===== src/rtl/poly_voice_engine.sv =====
`default_nettype none
// ============================================================================
// Module   : poly_voice_engine
// Brief    : N-voice oscillator/envelope engine, one shared datapath, saturating mix
// Revision : 1.0
// ============================================================================
module poly_voice_engine #(
  parameter int NVOICES     = 4,
  parameter int BITDEPTH    = 14,
  parameter int BITFRACTION = 6,
  parameter int INCWIDTH    = 21
) (
  input  logic                       clk,
  input  logic                       rst_n,
  input  logic                       sample_tick,
  input  logic                       cfg_we,
  input  logic [$clog2(NVOICES)-1:0] cfg_voice,
  input  logic [1:0]                 cfg_addr,
  input  logic [INCWIDTH-1:0]        cfg_data,
  output logic [BITDEPTH-1:0]        pcm,
  output logic                       pcm_valid,
  output logic                       busy,
  output logic                       overrun
);

  localparam int c_VOICE_W = $clog2(NVOICES);
  localparam int c_PHASE_W = BITDEPTH + BITFRACTION;
  localparam int c_ADD_W   = (c_PHASE_W > INCWIDTH) ? c_PHASE_W : INCWIDTH;
  localparam int c_ACC_W   = BITDEPTH + c_VOICE_W;
  localparam int c_PROD_W  = BITDEPTH + 18;
  localparam logic [c_VOICE_W-1:0]      c_LAST_VOICE = c_VOICE_W'(NVOICES - 1);
  localparam logic [15:0]               c_LFSR_MASK  = 16'hB400;
  localparam logic [BITDEPTH-1:0]       c_MID        = {1'b1, {(BITDEPTH-1){1'b0}}};
  localparam logic signed [c_ACC_W-1:0] c_SAT_HI     = c_ACC_W'((2 ** (BITDEPTH-1)) - 1);
  localparam logic signed [c_ACC_W-1:0] c_SAT_LO     = ~c_SAT_HI;
  localparam logic signed [c_ACC_W-1:0] c_OFFSET     = c_ACC_W'(2 ** (BITDEPTH-1));

  typedef enum logic [1:0] {
    S_IDLE = 2'd0,
    S_RUN  = 2'd1,
    S_SUM  = 2'd2
  } state_t;

  state_t                     r_state, w_state_nxt;
  logic [c_VOICE_W-1:0]       r_vidx;
  logic [INCWIDTH-1:0]        r_inc     [NVOICES];
  logic [1:0]                 r_wave    [NVOICES];
  logic [7:0]                 r_vol     [NVOICES];
  logic                       r_gate    [NVOICES];
  logic [7:0]                 r_attack  [NVOICES];
  logic [7:0]                 r_release [NVOICES];
  logic [c_PHASE_W-1:0]       r_phase   [NVOICES];
  logic [7:0]                 r_env     [NVOICES];
  logic [15:0]                r_lfsr;
  logic signed [c_ACC_W-1:0]  r_acc;

  logic [BITDEPTH-1:0]        w_p, w_p2, w_wave;
  logic signed [BITDEPTH:0]   w_s, w_v;
  logic [15:0]                w_gain;
  logic signed [c_PROD_W-1:0] w_prod;
  logic [c_PHASE_W-1:0]       w_phase_nxt;
  logic [8:0]                 w_env_up;
  logic [7:0]                 w_env_nxt;
  logic [15:0]                w_lfsr_nxt;
  logic signed [c_ACC_W-1:0]  w_sat;
  logic [BITDEPTH-1:0]        w_pcm;

  // ---------------------------------------------------------------- control
  always_ff @(posedge clk or negedge rst_n) begin
    if (!rst_n) r_state <= S_IDLE;
    else        r_state <= w_state_nxt;
  end

  always_comb begin
    w_state_nxt = r_state;
    busy        = 1'b0;
    case (r_state)
      S_IDLE: if (sample_tick) w_state_nxt = S_RUN;
      S_RUN: begin
        busy = 1'b1;
        if (r_vidx == c_LAST_VOICE) w_state_nxt = S_SUM;
      end
      S_SUM: begin
        busy        = 1'b1;
        w_state_nxt = S_IDLE;
      end
      default: w_state_nxt = S_IDLE;
    endcase
  end

  always_ff @(posedge clk or negedge rst_n) begin
    if (!rst_n)                             overrun <= 1'b0;
    else if (sample_tick && r_state != S_IDLE) overrun <= 1'b1;
  end

  // ---------------------------------------------------------- voice config
  always_ff @(posedge clk or negedge rst_n) begin
    if (!rst_n) begin
      for (int i = 0; i < NVOICES; i++) begin
        r_inc[i]     <= '0;
        r_wave[i]    <= '0;
        r_vol[i]     <= '0;
        r_gate[i]    <= 1'b0;
        r_attack[i]  <= '0;
        r_release[i] <= '0;
      end
    end else if (cfg_we) begin
      case (cfg_addr)
        2'd0: r_inc[cfg_voice]  <= cfg_data;
        2'd1: r_wave[cfg_voice] <= cfg_data[1:0];
        2'd2: r_vol[cfg_voice]  <= cfg_data[7:0];
        default: begin
          r_gate[cfg_voice]    <= cfg_data[16];
          r_attack[cfg_voice]  <= cfg_data[15:8];
          r_release[cfg_voice] <= cfg_data[7:0];
        end
      endcase
    end
  end

  // -------------------------------------------------- shared voice datapath
  assign w_p  = r_phase[r_vidx][c_PHASE_W-1 -: BITDEPTH];
  assign w_p2 = {w_p[BITDEPTH-2:0], 1'b0};

  always_comb begin
    case (r_wave[r_vidx])
      2'd0:    w_wave = w_p;
      2'd1:    w_wave = {BITDEPTH{w_p[BITDEPTH-1]}};
      2'd2:    w_wave = w_p[BITDEPTH-1] ? ~w_p2 : w_p2;
      default: w_wave = r_lfsr[15 -: BITDEPTH];
    endcase
  end

  assign w_s    = $signed({1'b0, w_wave}) - $signed({2'b01, {(BITDEPTH-1){1'b0}}});
  assign w_gain = 16'(r_env[r_vidx]) * 16'(r_vol[r_vidx]);
  assign w_prod = c_PROD_W'(w_s) * c_PROD_W'($signed({1'b0, w_gain}));
  // Arithmetic shift floors toward -inf; the result always fits BITDEPTH+1 bits.
  assign w_v    = (BITDEPTH+1)'(w_prod >>> 16);

  assign w_phase_nxt = c_PHASE_W'(c_ADD_W'(r_phase[r_vidx]) + c_ADD_W'(r_inc[r_vidx]));

  assign w_env_up  = 9'(r_env[r_vidx]) + 9'(r_attack[r_vidx]);
  assign w_env_nxt = r_gate[r_vidx]
                   ? (w_env_up[8] ? 8'hFF : w_env_up[7:0])
                   : ((r_env[r_vidx] >= r_release[r_vidx]) ? r_env[r_vidx] - r_release[r_vidx] : 8'h00);

  assign w_lfsr_nxt = r_lfsr[0] ? ({1'b0, r_lfsr[15:1]} ^ c_LFSR_MASK) : {1'b0, r_lfsr[15:1]};

  always_comb begin
    if (r_acc > c_SAT_HI)      w_sat = c_SAT_HI;
    else if (r_acc < c_SAT_LO) w_sat = c_SAT_LO;
    else                       w_sat = r_acc;
  end
  assign w_pcm = BITDEPTH'(w_sat + c_OFFSET);

  always_ff @(posedge clk or negedge rst_n) begin
    if (!rst_n) begin
      for (int i = 0; i < NVOICES; i++) begin
        r_phase[i] <= '0;
        r_env[i]   <= '0;
      end
      r_vidx    <= '0;
      r_acc     <= '0;
      r_lfsr    <= 16'h0001;
      pcm       <= c_MID;
      pcm_valid <= 1'b0;
    end else begin
      pcm_valid <= 1'b0;
      case (r_state)
        S_IDLE: begin
          r_vidx <= '0;
          r_acc  <= '0;
        end
        S_RUN: begin
          r_phase[r_vidx] <= w_phase_nxt;
          r_env[r_vidx]   <= w_env_nxt;
          r_acc           <= r_acc + c_ACC_W'(w_v);
          r_vidx          <= r_vidx + 1'b1;
        end
        S_SUM: begin
          pcm       <= w_pcm;
          pcm_valid <= 1'b1;
          r_lfsr    <= w_lfsr_nxt;
        end
        default: ;
      endcase
    end
  end

endmodule
`default_nettype wire


===== config.mk =====
export PLATFORM = sky130hd
export DESIGN_NAME = poly_voice_engine
export DESIGN_NICKNAME = d
export VERILOG_FILES = /design/src/rtl/poly_voice_engine.sv
export SDC_FILE = /design/constraint.sdc
export NUM_CORES = 1
export LEC_CHECK = 0
export ABC_AREA = 0
export CAP_MARGIN = 25
export CORE_MARGIN = 2
export CORE_UTILIZATION = 48
export DETAILED_ROUTE_END_ITERATION = 16
export MAX_ROUTING_LAYER = met4
export PLACE_DENSITY = 0.71
export REMOVE_ABC_BUFFERS = 1
export SLEW_MARGIN = 0
export SYNTH_ARGS = -nofsm -noshare
export SYNTH_HDL_FRONTEND = slang
export SYNTH_SLANG_ARGS = --single-unit

===== constraint.sdc =====
create_clock -name clk -period 12.65 [get_ports clk]
set_input_delay 1.8975 -clock clk [delete_from_list [all_inputs] [get_ports clk]]
set_output_delay 1.8975 -clock clk [all_outputs]
set_load 0.1 [all_outputs]

==> impl_summary.md <==
Status
The flow ran to the end, and the final reports show no timing, DRC or antenna violations.

Logic synthesis
The synthesized area divided by synthesized cell count is 11.0 µm². After synthesis, the cell types taking the most area are sky130_fd_sc_hd__dfrtp_1 32%, sky130_fd_sc_hd__fa_1 16%, sky130_fd_sc_hd__mux2_2 12%, sky130_fd_sc_hd__ha_1 9.0%, sky130_fd_sc_hd__mux4_2 6.6%. The post-synthesis xor/xnor area fraction is 2.95%. The post-synthesis cell area is 27400 µm².

Synthesis produced 2489 cells. The mux contribution to synthesized area is 19.0%. By area, the combinational part of the netlist is dominated by adder cells.

The prevailing post-synth register cell is sky130_fd_sc_hd__dfrtp_1. The sequential fraction of the synthesis area is 32.2%. The number of distinct library cell variants in the gate-level netlist after synthesis is 58. The flip-flop and latch count after synthesis is 352. The share of flip-flops with an asynchronous set or reset is 100%. Summing the areas of all fa, ha and maj instances in the mapped netlist gives 25.1% of the synthesized area.

The yosys synthesis warning count is 0. The biggest area consumer among synthesized cells is sky130_fd_sc_hd__dfrtp_1. By count the netlist is led by 350 x sky130_fd_sc_hd__dfrtp_1, 342 x sky130_fd_sc_hd__inv_1, 290 x sky130_fd_sc_hd__mux2_2, 237 x sky130_fd_sc_hd__nand2_1, 220 x sky130_fd_sc_hd__fa_1. Of the total synthesized cell area, the portion taken by AND, OR, NAND and NOR gates is 8.98%. Summing the areas of all compound-gate instances in the mapped netlist gives 5.74% of the synthesized area. Yosys instantiated no cell more often than sky130_fd_sc_hd__dfrtp_1. The share of synthesized area in the top cell type comes to 32.0%. The number of enable flip-flop cells after synthesis is 0.

Floorplan
In this run the horizontal extent of the chip is 243 µm. The placeable core region is 56400 µm². The floorplan step defined a die boundary enclosing 59000 µm². The initialized floorplan defines 87 standard-cell rows. The initial utilization of the core area, before any placement, comes to 48.6%. The die is 243 µm tall. The I/O pin total is 46.

Global routing
The leftover overflow at the end of global routing is 0. Global routing used 21.5% of the available tracks across all layers. The number of antenna violations at the first check in global routing came to 2. The number of global-route vias before repair was 19.6k. The first-pass GRT wire length is 99.4 mm. The largest net degree at the start of global routing is 188.

STA
The clock arrives with 53.3 ps of skew. The final count of pins violating max slew is 0. For this run, the top clock speed supported by timing is 81.5 MHz.

Setup repair after global routing could not meet its margin everywhere. The hold violation count in the final report is 0. The count of endpoints failing setup in the final report is 0. The transition time of the tightest slew-check pin is 1140 ps.

The part of the cycle the worst path needs is 97.0%. The final critical-path required period is 12270 ps. Headroom to the max-slew limit came out at 24.2%.

The final worst setup slack is 385 ps.

Setup path
The category of the critical setup timing path is reg2reg. Grouping stages by cell kind, the critical path spends the most delay in adder cells. The worst setup path is captured at a register.

The reg-to-reg setup timing slack is 380 ps. The critical path runs through a total of 53 cells. The slowest stage of the critical path belongs to the cell sky130_fd_sc_hd__fa_1. The depth of the worst register-to-register path is 53. The endpoint arrival time on the critical path is 12690 ps. Along the worst path, the maximum fanout reaches 5. The critical path's largest stage delay is 550 ps. The critical path required time is 13070 ps.

The worst setup path is launched from a register. The critical register-to-register path startpoint is r_vidx[0]. The destination of the critical timing path is r_acc[15].

Together, buffers and inverters on the worst path number 14. The endpoint identified for the worst register-to-register timing path is r_acc[15]. The critical path startpoint is r_vidx[0]. Among the stages of the critical path, the cell type that occurs most often is sky130_fd_sc_hd__fa_1.

Worst hold path
The worst hold path class is reg2reg.

CTS
Buffers inserted during clock tree synthesis total 39. The quantity of hold-fixing buffers added after cts is 0. CTS saw 352 sinks. Clock-pin slew was measured on the worst setup and hold paths at 50 ps. The maximum level of the CTS H-tree is 2. The tree is rooted in a sky130_fd_sc_hd__clkbuf_16. The maximum clock path buffer count is 3. TritonCTS built the clock tree. The later pin in the worst-skew pair is clocked with a latency of 580 ps.

Cells and area
The net count of the finished layout is 3063. In the final layout, the share of cells above drive strength 1 is 24.2%. At the end of the flow the core is filled with cells to 55.2%. Compared with the post-synthesis result, the final layout area differs by 13.7%.

After routing the design area is 31100 µm². The finished layout holds 3403 standard cells, fillers aside.

Place
Once detailed placement completed, the half-perimeter wirelength came to 45.7 mm. The global placer's final weighted congestion is 0.892. The worst slack after detailed placement is -364 ps.

The placed instances occupy a cell area of 29400 µm². After detailed placement, the design holds a cell count of 3312. The number of port buffers is 44.

Route
The routed design has 61.1 mm of wire. The post-detailed-route count of antenna-violating nets is 0. The pre-antenna-repair detailed-routing pass consisted of 5 iterations.

The remaining routing DRC violations is 0. The average wire per cell in the routed design is 17.9 µm. The starting DRC count in detailed routing is 957. The via count is 18.5k.

The via-per-instance ratio is 5.45.

Run
Max-cap violations in this run came to 0.
==> cell type report <==
type	instances	area, µm²
diodes	1	2.50
clock buffers	59	1110
clock inverters	11	130
fillers	4760	25200
inverters	342	1280
multi-input cells	1696	17300
flip-flops and latches	352	8820
well taps	756	946
repair buffers	186	1580
==> metrics by stage <==
step           hold slack, ps  setup TNS [ps]
2_1_floorplan             445          -22690
3_3_place_gp              453            -202
3_5_place_dp              455            -509
4_1_cts                   467               0
5_1_grt                   485            -416
6_report                  463               0
==> cell usage in the layout, fill, tap and decap left out, types with 10 or more instances in the layout <==
cell type                           n
sky130_fd_sc_hd__o211ai_1          14
sky130_fd_sc_hd__nor2_1           156
sky130_fd_sc_hd__clkbuf_1          15
sky130_fd_sc_hd__xnor2_1           50
sky130_fd_sc_hd__nor2b_1           11
sky130_fd_sc_hd__o21ai_0           74
sky130_fd_sc_hd__inv_1            335
sky130_fd_sc_hd__ha_1             187
sky130_fd_sc_hd__a31oi_1           10
sky130_fd_sc_hd__mux2i_1           13
sky130_fd_sc_hd__fa_1             217
sky130_fd_sc_hd__mux4_2            80
sky130_fd_sc_hd__nand2_1          236
sky130_fd_sc_hd__clkdlybuf4s50_1   43
sky130_fd_sc_hd__nor3_1            13
sky130_fd_sc_hd__nand2b_1          20
sky130_fd_sc_hd__buf_4            133
sky130_fd_sc_hd__mux2_2           290
sky130_fd_sc_hd__a21oi_1           48
sky130_fd_sc_hd__o21a_1            10
sky130_fd_sc_hd__a21o_1            25
sky130_fd_sc_hd__xor2_1            33
sky130_fd_sc_hd__dfrtp_1          348
sky130_fd_sc_hd__and2_1            69
sky130_fd_sc_hd__clkbuf_16         41
==> worst register-to-register path, delay by kind of cell (launching register included) <==
kind | cells | cell delay (ps)
mux | 1 | 510
simple gates | 7 | 740
fa+ha+maj | 13 | 5780
flops | 1 | 540
buf+inv | 14 | 1370
compound gates | 15 | 2800
xor+xnor | 3 | 390
==> cell families (layout without fill, tap and decap cells) <==
family                     Yosys count  count (layout)
adders and majority gates          417             417
xor gates and xnor gates            90              90
AOI/OAI and AO/OA                  252             252
and+or+nand+nor                    554             554
buffers and inverters              441             598
DFF                                352             352
muxes                              383             383
other                                0               1
==> registers in the layout, indices dropped and copies added, names as in the netlist <==
signal,cells
r_lfsr,16
overrun,1
r_release,32
pcm,14
r_phase,80
r_vol,32
pcm_valid,1
r_env,32
r_vidx,2
r_acc,16
r_state,2
r_attack,32
r_inc,80
r_wave,8
r_gate,4
==> timing repair <==
action                                 CTS  global route
endpoints found under the hold margin    0             0
resized for setup                       13            68
setup endpoints to repair                3             6
buffers inserted                         1            18
cloned                                   0             1
pin swaps                                3            60
==> worst min-delay path by stage <==
stage | from | to | slack, ps | depth (start not counted)
2_1_floorplan | r_phase[21] | r_phase[21] | 440 | 2
3_3_place_gp | pcm[13] | pcm[13] | 450 | 2
3_5_place_dp | pcm[13] | pcm[13] | 450 | 2
4_1_cts | pcm[13] | pcm[13] | 470 | 2
5_1_grt | overrun | overrun | 490 | 1
6_report | pcm[13] | pcm[13] | 460 | 2
==> per-layer routing <==
metal	routed length (µm)	GRT usage (%)
met5	0	-
met2	30100	35.7
met1	26300	27.0
met4	1860	6.59
met3	2870	3.54
Power is not shown: default switching activity piles up to over one toggle a cycle in this logic, so the estimate is an artifact.
